File: src/rtl/ps2_pkg.sv
// rtl/ps2_pkg.sv - shared codes, frame state encoding and helpers for the PS/2 key generator
package ps2_pkg;

  localparam logic [7:0] CODE_E0 = 8'hE0;
  localparam logic [7:0] CODE_F0 = 8'hF0;
  localparam logic [7:0] CODE_E1 = 8'hE1;
  localparam logic [7:0] CODE_AA = 8'hAA;
  localparam logic [7:0] CODE_FA = 8'hFA;
  localparam logic [7:0] CODE_FE = 8'hFE;
  localparam logic [7:0] CODE_EE = 8'hEE;

  // Bytes of the pause sequence that follow its leading E1.
  localparam logic [2:0] PAUSE_SKIP = 3'd7;

  typedef enum logic [1:0] {
    IDLE,
    DATA,
    PARITY,
    STOP
  } frame_state_t;

  // Keyboard status/ack bytes that never map to a key event.
  function automatic logic is_discard(input logic [7:0] code);
    return code inside {CODE_AA, CODE_FA, CODE_FE, CODE_EE, 8'h00, 8'hFF};
  endfunction

endpackage

File: src/rtl/ps2_key_gen_if.sv
// rtl/ps2_key_gen_if.sv - PS/2 pin inputs and key event outputs of the key generator
interface ps2_key_gen_if;

  logic        ps2_clk;
  logic        ps2_data;
  logic [10:0] ps2_key;
  logic [7:0]  err_cnt;

  modport master (
    output ps2_clk,
    output ps2_data,
    input  ps2_key,
    input  err_cnt
  );

  modport slave (
    input  ps2_clk,
    input  ps2_data,
    output ps2_key,
    output err_cnt
  );

endinterface

File: src/rtl/ps2_filter.sv
// rtl/ps2_filter.sv - two-flop synchronizer with optional glitch filter and falling-edge strobe
module ps2_filter #(
  parameter int FILTER_LEN = 8
) (
  input  logic Clk,
  input  logic Rst_n,
  input  logic i_pin,
  output logic o_level,
  output logic o_fall
);

  logic [1:0] r_sync;

  // PS/2 lines idle high, so the chain resets to 1.
  always_ff @(posedge Clk or negedge Rst_n) begin
    if (!Rst_n) r_sync <= 2'b11;
    else        r_sync <= {r_sync[0], i_pin};
  end

  generate
    if (FILTER_LEN > 0) begin : g_filter
      localparam int CW = (FILTER_LEN > 1) ? $clog2(FILTER_LEN) : 1;

      logic [CW-1:0] r_cnt;
      logic          r_level;
      logic          r_fall;

      always_ff @(posedge Clk or negedge Rst_n) begin
        if (!Rst_n) begin
          r_cnt   <= '0;
          r_level <= 1'b1;
          r_fall  <= 1'b0;
        end else begin
          r_fall <= 1'b0;
          if (r_sync[1] == r_level) begin
            r_cnt <= '0;
          end else if (r_cnt == CW'(FILTER_LEN - 1)) begin
            r_cnt   <= '0;
            r_level <= r_sync[1];
            r_fall  <= r_level;
          end else begin
            r_cnt <= r_cnt + 1'b1;
          end
        end
      end

      assign o_level = r_level;
      assign o_fall  = r_fall;
    end else begin : g_bare
      assign o_level = r_sync[1];
      assign o_fall  = 1'b0;
    end
  endgenerate

endmodule

File: src/rtl/ps2_key_gen.sv
// rtl/ps2_key_gen.sv - PS/2 device-to-host frame receiver and set-2 key event decoder
module ps2_key_gen
  import ps2_pkg::*;
#(
  parameter int FILTER_LEN = 8,
  parameter int TIMEOUT    = 10000
) (
  input  logic          Clk,
  input  logic          Rst_n,
  ps2_key_gen_if.slave  ps2
);

  localparam int TW = $clog2(TIMEOUT + 1);

  logic         w_fall;
  logic         w_data;
  logic         w_clk_level_unused;
  logic         w_data_fall_unused;
  logic         w_timeout;
  logic         w_byte_ok;
  logic         w_byte_bad;
  frame_state_t r_state;
  frame_state_t w_state_nxt;
  logic [2:0]   r_bit_cnt;
  logic [7:0]   r_shift;
  logic         r_parity;
  logic [TW-1:0] r_to_cnt;
  logic         r_byte_valid;
  logic [7:0]   r_byte;
  logic [7:0]   r_err_cnt;
  logic         r_rel;
  logic         r_ext;
  logic [2:0]   r_skip;
  logic [10:0]  r_key;

  ps2_filter #(.FILTER_LEN(FILTER_LEN)) u_clk_filter (
    .Clk     (Clk),
    .Rst_n   (Rst_n),
    .i_pin   (ps2.ps2_clk),
    .o_level (w_clk_level_unused),
    .o_fall  (w_fall)
  );

  ps2_filter #(.FILTER_LEN(0)) u_data_sync (
    .Clk     (Clk),
    .Rst_n   (Rst_n),
    .i_pin   (ps2.ps2_data),
    .o_level (w_data),
    .o_fall  (w_data_fall_unused)
  );

  assign w_timeout = (r_state != IDLE) && (r_to_cnt >= TW'(TIMEOUT));

  always_ff @(posedge Clk or negedge Rst_n) begin
    if (!Rst_n) r_state <= IDLE;
    else        r_state <= w_state_nxt;
  end

  always_comb begin
    w_state_nxt = r_state;
    w_byte_ok   = 1'b0;
    w_byte_bad  = 1'b0;
    if (w_fall) begin
      case (r_state)
        IDLE:    if (!w_data) w_state_nxt = DATA;
        DATA:    if (r_bit_cnt == 3'd7) w_state_nxt = PARITY;
        PARITY:  w_state_nxt = STOP;
        STOP: begin
          w_state_nxt = IDLE;
          // Odd parity: data bits plus parity bit carry an odd number of ones.
          if (w_data && (^{r_shift, r_parity})) w_byte_ok  = 1'b1;
          else                                  w_byte_bad = 1'b1;
        end
        default: w_state_nxt = IDLE;
      endcase
    end else if (w_timeout) begin
      w_state_nxt = IDLE;
    end
  end

  always_ff @(posedge Clk or negedge Rst_n) begin
    if (!Rst_n) begin
      r_bit_cnt    <= '0;
      r_shift      <= '0;
      r_parity     <= 1'b0;
      r_to_cnt     <= '0;
      r_byte_valid <= 1'b0;
      r_byte       <= '0;
      r_err_cnt    <= '0;
    end else begin
      r_byte_valid <= w_byte_ok;
      if (w_byte_ok) r_byte <= r_shift;
      if (w_byte_bad && (r_err_cnt != 8'hFF)) r_err_cnt <= r_err_cnt + 8'd1;
      if (w_fall) begin
        case (r_state)
          IDLE:   r_bit_cnt <= '0;
          DATA: begin
            r_shift   <= {w_data, r_shift[7:1]};
            r_bit_cnt <= r_bit_cnt + 3'd1;
          end
          PARITY: r_parity <= w_data;
          default: ;
        endcase
      end
      if ((r_state == IDLE) || w_fall) r_to_cnt <= '0;
      else if (!w_timeout)             r_to_cnt <= r_to_cnt + 1'b1;
    end
  end

  // Prefix flags accumulate across bytes and are consumed by the next key code.
  always_ff @(posedge Clk or negedge Rst_n) begin
    if (!Rst_n) begin
      r_key  <= '0;
      r_rel  <= 1'b0;
      r_ext  <= 1'b0;
      r_skip <= '0;
    end else if (r_byte_valid) begin
      if (r_skip != 3'd0) begin
        r_skip <= r_skip - 3'd1;
      end else if (r_byte == CODE_E1) begin
        r_skip <= PAUSE_SKIP;
        r_rel  <= 1'b0;
        r_ext  <= 1'b0;
      end else if (r_byte == CODE_E0) begin
        r_ext <= 1'b1;
      end else if (r_byte == CODE_F0) begin
        r_rel <= 1'b1;
      end else if (is_discard(r_byte)) begin
        r_rel <= 1'b0;
        r_ext <= 1'b0;
      end else begin
        r_key <= {~r_key[10], ~r_rel, r_ext, r_byte};
        r_rel <= 1'b0;
        r_ext <= 1'b0;
      end
    end
  end

  assign ps2.ps2_key = r_key;
  assign ps2.err_cnt = r_err_cnt;

endmodule
File: src/flat_wrapper.sv
// flat-port wrapper written by rule: the top's interface ports become plain ports
module ps2_key_gen_flat import ps2_pkg::*;
#(
  parameter int FILTER_LEN = 8,
  parameter int TIMEOUT    = 10000
)
  (Clk, Rst_n, ps2_ps2_clk, ps2_ps2_data, ps2_ps2_key, ps2_err_cnt);
  ps2_key_gen_if ps2_i ();
  input  logic Clk;
  input  logic Rst_n;
  input wire logic [$bits(ps2_i.ps2_clk)-1:0] ps2_ps2_clk;
  input wire logic [$bits(ps2_i.ps2_data)-1:0] ps2_ps2_data;
  output wire logic [$bits(ps2_i.ps2_key)-1:0] ps2_ps2_key;
  output wire logic [$bits(ps2_i.err_cnt)-1:0] ps2_err_cnt;
  assign ps2_i.ps2_clk = ps2_ps2_clk;
  assign ps2_i.ps2_data = ps2_ps2_data;
  assign ps2_ps2_key = ps2_i.ps2_key;
  assign ps2_err_cnt = ps2_i.err_cnt;
  ps2_key_gen #(.FILTER_LEN(FILTER_LEN), .TIMEOUT(TIMEOUT)) u_core (.Clk(Clk), .Rst_n(Rst_n), .ps2(ps2_i));
endmodule
File: config.mk
export PLATFORM = sky130hd
export DESIGN_NAME = ps2_key_gen_flat
export DESIGN_NICKNAME = d
export VERILOG_FILES = /design/src/rtl/ps2_pkg.sv /design/src/rtl/ps2_key_gen_if.sv /design/src/rtl/ps2_filter.sv /design/src/rtl/ps2_key_gen.sv /design/src/flat_wrapper.sv
export SDC_FILE = /design/constraint.sdc
export NUM_CORES = 1
export LEC_CHECK = 0
export ABC_AREA = 1
export BUFFER_PORTS_ARGS = -buffer_cell sky130_fd_sc_hd__buf_2
export CAP_MARGIN = 30
export CORE_MARGIN = 10
export CORE_UTILIZATION = 30
export CTS_CLUSTER_DIAMETER = 80
export DETAILED_ROUTE_END_ITERATION = 7
export PLACE_DENSITY_LB_ADDON = 0.25
export SYNTH_ARGS = -nofsm -noshare
export SYNTH_HDL_FRONTEND = slang
export SYNTH_HIERARCHICAL = 1
export SYNTH_SLANG_ARGS = --single-unit
File: constraint.sdc
create_clock -name Clk -period 2.2 [get_ports Clk]
set_input_delay 0.44 -clock Clk [delete_from_list [all_inputs] [get_ports Clk]]
set_output_delay 0.44 -clock Clk [all_outputs]
set_load 0.005 [all_outputs]
### After elaboration in Yosys (flattened, before gate mapping)

Cells that the tools add are included.

| storage, ports and cells | value |
|---|---|
| register bits after elaboration | 70 |
| input port bits | 4 |
| output and inout bits | 19 |
| logic and storage cells | 99 |

| operators by class | value |
|---|---|
| $add $sub $neg | 5 |
| order comparisons | 1 |
| equality and inequality tests | 20 |
| mux-type cells | 26 |
| bitwise operators | 8 |
| reductions and logical operators | 22 |

Operators by type and width:

| cell | count |
|---|---|
| == test 8 bit (second input constant) | 8 |
| two-way mux 14 bit | 2 |
| adder 14 x 1 -> 14 bit (second input constant) | 1 |
| >= comparator 14 bit (second input constant) | 1 |
| two-way mux 1 bit | 14 |
| two-way mux 3 bit | 4 |
| AND reduction 2 bit | 5 |
| AND reduction 3 bit | 3 |
| parity 9 bit | 1 |
| adder 8 x 1 -> 8 bit (second input constant) | 1 |
| zero test 8 bit | 1 |
| two-way mux 2 bit | 4 |
| inequality test 8 bit (second input constant) | 1 |
| NOT 1 bit | 8 |
| case mux 2 bit (4 select lines) | 1 |
| nonzero test 2 bit | 4 |
| adder 3 x 1 -> 3 bit (second input constant) | 2 |
| == test 3 bit (second input constant) | 2 |
| case mux 3 bit (2 select lines) | 1 |
| AND reduction 6 bit | 1 |
| nonzero test 6 bit | 1 |
| == test 2 bit (second input constant) | 2 |
| logical AND 1 bit | 3 |
| inequality test 3 x 1 -> 1 bit (second input constant) | 1 |
| 10 further kinds | 10 |

### Logic depth before layout (Yosys ltp)

| depth | value |
|---|---|
| depth in word-level cells | 6 |
| mapped depth | 11 |
| mapped depth without buffers | 11 |

### Modules after synthesis

The synthesis kept the hierarchy.

Modules (own cells, without submodules):

| module | times used | cells each | area an instance (um2) | sequential area each (um2) |
|---|---|---|---|---|
| ps2_key_gen | 1 | 390 | 3236.9 | 1526.5 |
| ps2_filter at u_core.u_clk_filter | 1 | 24 | 264.0 | 178.9 |
| ps2_filter at u_core.u_data_sync | 1 | 4 | 63.8 | 52.6 |

### Least setup slack after synthesis

OpenSTA, ideal clock, no wires.

| timing path | value |
|---|---|
| path type | reg-to-reg |
| from | reg u_core.r_skip[0] |
| to | reg u_core.r_key[10] (netlist: u_core/ps2.ps2_key[10]) |
| setup time | 0.117 ns |
| arrival | 1.549 ns |
| data required time | 2.083 ns |
| slack | 0.534 ns |
| stages on the path, launching flop included | 11 |
| buffers on the path | 1 |
| clock period less this slack | 1.666 ns |
| path through | dfrtp_1 inv_1 ha_1 inv_1 nor3_4 nand2_2 nor3_4 nand2_4 buf_8 nand2_1 nand2_1 |

| between the ends | value |
|---|---|
| cells in the longest elaborated chain, start to end | 3 |

RTL lines:

| what | RTL line | source |
|---|---|---|
| start: declaration | ps2_key_gen.sv:33 | `logic [2:0] r_skip;` |
| start signal: assignment | ps2_key_gen.sv:119 | `r_skip <= r_skip - 3'd1;` |
| nonzero test 3 bit | ps2_key_gen.sv:118 | `if (r_skip != 3'd0) begin` |
| NOT 1 bit (no source line) | n/a |  |
| AND reduction 6 bit (no source line) | n/a |  |
| end signal: assignment | ps2_key_gen.sv:132 | `r_key <= {~r_key[10], ~r_rel, r_ext, r_byte};` |
| end: declaration | ps2_key_gen.sv:34 | `logic [10:0] r_key;` |

Every way passes these cells.
A chain may end at the register's enable or synchronous reset.

### Worst setup path in the final report

| timing path | value |
|---|---|
| from | reg u_core.r_skip[0] |
| to | reg u_core.r_key[1] (netlist: u_core/ps2.ps2_key[1]) |

The elaborated chain is that of the path after synthesis.

==> results.md <==
- The run finished with clean final reports.
- For this design the ratio of total power to cell area is between 600 and 700 nW/um^2.
- The area growth from synthesis to layout is 15.6%.
- The tightest hold path in the finished design has a slack of 0.123 ns.
- The clock input transition at the sequential cells of the worst setup and hold paths is 0.05 ns.
- The clock tree synthesis step divided the H-tree into 3 levels.
- The post-cts sizing count is 0.
- STA puts the critical path data required time at 2.40 ns.
- The most critical setup path has its endpoint at u_core/ps2.ps2_key[1]$_DFFE_PN0P_.
- For this run, the number of Yosys warnings is 6.
- The setup fix buffers added after clock tree synthesis is 0.
- The post-placement cell count is 579.
- Setup total negative slack on the finished layout was measured at 0 ns.
- Counting the buffers created by CTS gives 9.
- Synthesis produced 416 cells.
- TritonCTS built the clock tree.
- The reg2reg setup slack is 0.41 ns.
- The average wire length per cell after detail routing is around 12 um.
- The worst ir drop on vdd is 0.331 mV.
- After floorplanning, the core was divided into 39 placement rows.
- Counting I/O delays and the setup requirement, the final critical path takes 1.79 ns.
- The top fanout value on the critical path is 15.
- In this run the worst setup path begins at u_core/r_skip[0]$_DFFE_PN0P_.
- The number of DRC markers after the initial detailed-route iteration is 170.
- Counting cells, the worst reg-to-reg path comes to 9.
- The element type at the critical path start is a register.
- The leakage component of the power is 1.96 nW.
- The clock tree root driver cell is sky130_fd_sc_hd__clkbuf_16.
- The count of clock tree sinks is 70.
- The number of nets with antenna violations after detailed routing is 0.
- The final standard cell count with taps included and fillers excluded is 594.
- The placed cell area is 3840 sq um.
- The number of endpoints with negative hold slack in the final report came to 0.
- The congestion estimate from routability-driven global placement came to 0.824.
- The number of antenna violations at the first check in global routing is 0.
- Setup repair after global routing left no endpoint under its margin.
- In the final layout, the multi-input gates occupy 1580 sq um.
- The actual transition at the worst max-transition pin is 0.492 ns.
- The routed design has 7.09 mm of wire.
- The combined flip-flop and latch cell area is 1760 sq um.
- The first-pass iteration count of the detailed router is 4.
- The number of I/O port buffers is 22.
- The total overflow left after global routing is 0.
- The minimum setup slack in the final design is 0.414 ns.
- In the routed design, unresolved DRC markers number 0.
- The pre-CTS worst setup slack is 0.390 ns.
- After layout, the design draws a total of 2.76 mW.
- Clock latency on the worst-skew pair, taken at its later pin, is between 0.3 and 0.4 ns.
- In the global route stage, overall resource usage came out at 9.34%.
- The die boundary width is between 100 and 150 um.
- The total area inside the core boundary comes to between 10,000 and 15,000 sq um.
- The finished cells cover around 4100 sq um.
- The critical path is of the register to register type.
- The proportion of layout cells with a drive suffix above 1 is between 10% and 20%.
- The final-report max-slew violation count came to 0.
- The starting utilization of the core area is slightly above 30%.
- The endpoint identified for the worst register-to-register timing path is u_core/ps2.ps2_key[1]$_DFFE_PN0P_.
- The half-perimeter wire length after detailed placement is 5.11 mm.
- Hold repair after CTS inserted 0 buffers.
- The net count of the finished layout is 464.
- Data arrives at the worst endpoint at 1.99 ns.
- The total setup violations reported at the end of the flow is 0.
- The number of inserted filler cells in the final layout is 1,211.
- During I/O placement, the number of pins put on the boundary was 23.
- The largest net degree at the start of global routing is 71.
- The total number of vias is ~2,800.
- The endpoint type of the worst setup path is a register.
- The first global-routing pass estimated 12.8 mm of wire.
- The max-capacitance violation count is 0.
- The via-per-instance ratio is 4.65.
- In this run the tightest slew margin relative to its limit is 67.0%.
- The number of antenna diodes in the final layout is 0.
- Each instance of the synthesized netlist takes up on average between 8 and 9 sq um.
- The final worst clock skew is 0.00729 ns.
- The path class of the tightest hold or removal check is primary input to asynchronous set/reset pin.
- The die covers 16,600 sq um.
- Synthesis produced a netlist with a net count of 433.
- The core utilization of the finished layout is 35.7%.
- The fmax is 560 MHz.
- The number of global-route vias before repair is 2,781.
- The height of the die is 129 um.
- The post-synthesis cell area is between 3000 and 4000 sq um.
- The worst reg2reg path startpoint is u_core/r_skip[0]$_DFFE_PN0P_.
- In the finished design, the share of the clock period the worst path needs comes to around 80%.
- The maximum clock insertion buffer count is 2.
[layout make-up]
type | count | share of cell area [%]
sequential | 70 | 42.8
multi-input combinational | 295 | 38.6
clock buffer | 14 | 6.43
tap | 143 | 4.36
inverter | 46 | 4.20
timing repair buffer | 25 | 3.53
clock inverter | 1 | 0.122
[routing by layer]
metal	up-vias	GRT usage (%)	routed length [um]
li1	1418	-	-
met1	1303	11.4	3480
met2	37	15.0	3230
met3	7	3.00	276
met4	0	3.88	110
met5	-	0	0
[sequential cells by signal, indices dropped and copies added, names as in the netlist, 3 cells and up]
register / count
u_core/r_to_cnt: 14
u_core/ps2.ps2_key: 11
u_core/r_bit_cnt: 3
u_core/ps2.err_cnt: 8
u_core/r_byte: 8
u_core/r_skip: 3
u_core/r_shift: 8
u_core/u_clk_filter/g_filter.r_cnt: 3
[cell usage in the layout (no fill, tap or decap)]
master                        n
sky130_fd_sc_hd__clkbuf_1     3
sky130_fd_sc_hd__nand3_2      6
sky130_fd_sc_hd__inv_2        5
sky130_fd_sc_hd__clkbuf_8     2
sky130_fd_sc_hd__o21ai_0     29
sky130_fd_sc_hd__nand3b_1     1
sky130_fd_sc_hd__o21ai_2      3
sky130_fd_sc_hd__o31ai_1      5
sky130_fd_sc_hd__nor2_4       2
sky130_fd_sc_hd__nor3_4       2
sky130_fd_sc_hd__nand2_4      1
sky130_fd_sc_hd__dfrtp_1     65
sky130_fd_sc_hd__nand2_1    121
sky130_fd_sc_hd__buf_2       22
sky130_fd_sc_hd__nor2_1      28
sky130_fd_sc_hd__buf_12       1
sky130_fd_sc_hd__nor4_1       1
sky130_fd_sc_hd__nor2_2       1
sky130_fd_sc_hd__dfstp_2      5
sky130_fd_sc_hd__a21oi_1      9
sky130_fd_sc_hd__o21ai_1      4
sky130_fd_sc_hd__clkinv_1     1
sky130_fd_sc_hd__nor3_1      11
sky130_fd_sc_hd__a31oi_1      2
sky130_fd_sc_hd__nand2_2      4
sky130_fd_sc_hd__inv_1       40
sky130_fd_sc_hd__or2_0        2
sky130_fd_sc_hd__xnor2_1      3
sky130_fd_sc_hd__nand4_1     11
sky130_fd_sc_hd__clkbuf_16    9
sky130_fd_sc_hd__buf_4        2
sky130_fd_sc_hd__ha_1        13
sky130_fd_sc_hd__clkinv_2     1
sky130_fd_sc_hd__xor2_1      10
sky130_fd_sc_hd__o22ai_1      1
sky130_fd_sc_hd__nand4_4      1
sky130_fd_sc_hd__nand3_1     23
sky130_fd_sc_hd__o21bai_2     1
[worst min-delay path by stage]
stage	from	end	slack [ns]	depth (start not counted)
floorplan	Rst_n	u_core/ps2.err_cnt[0]$_DFFE_PN0P_	0.14	0
global placement	u_core/u_clk_filter/r_sync[0]$_DFF_PN1_	u_core/u_clk_filter/r_sync[1]$_DFF_PN1_	0.35	0
detailed placement	u_core/u_clk_filter/r_sync[0]$_DFF_PN1_	u_core/u_clk_filter/r_sync[1]$_DFF_PN1_	0.35	0
CTS	Rst_n	u_core/ps2.ps2_key[1]$_DFFE_PN0P_	0.15	2
global route	Rst_n	u_core/ps2.ps2_key[1]$_DFFE_PN0P_	0.16	2
finish	Rst_n	u_core/ps2.ps2_key[3]$_DFFE_PN0P_	0.12	2
[critical path, cell delays in order, from the launching register on]
cell	delay, ns
sky130_fd_sc_hd__dfrtp_1	0.35
sky130_fd_sc_hd__inv_1	0.11
sky130_fd_sc_hd__ha_1	0.19
sky130_fd_sc_hd__inv_1	0.08
sky130_fd_sc_hd__nor3_4	0.20
sky130_fd_sc_hd__nand2_2	0.10
sky130_fd_sc_hd__nor3_4	0.29
sky130_fd_sc_hd__nand2_4	0.19
sky130_fd_sc_hd__nand2_1	0.09
sky130_fd_sc_hd__o21ai_0	0.08
[power by group]
group | total [mW] | internal, mW | switching (mW)
Clock | 1.31 | 0.817 | 0.495
Combinational | 0.0966 | 0.0333 | 0.0634
Sequential | 1.35 | 1.33 | 0.0185
Note: power is estimated with default switching activity, not from simulation.
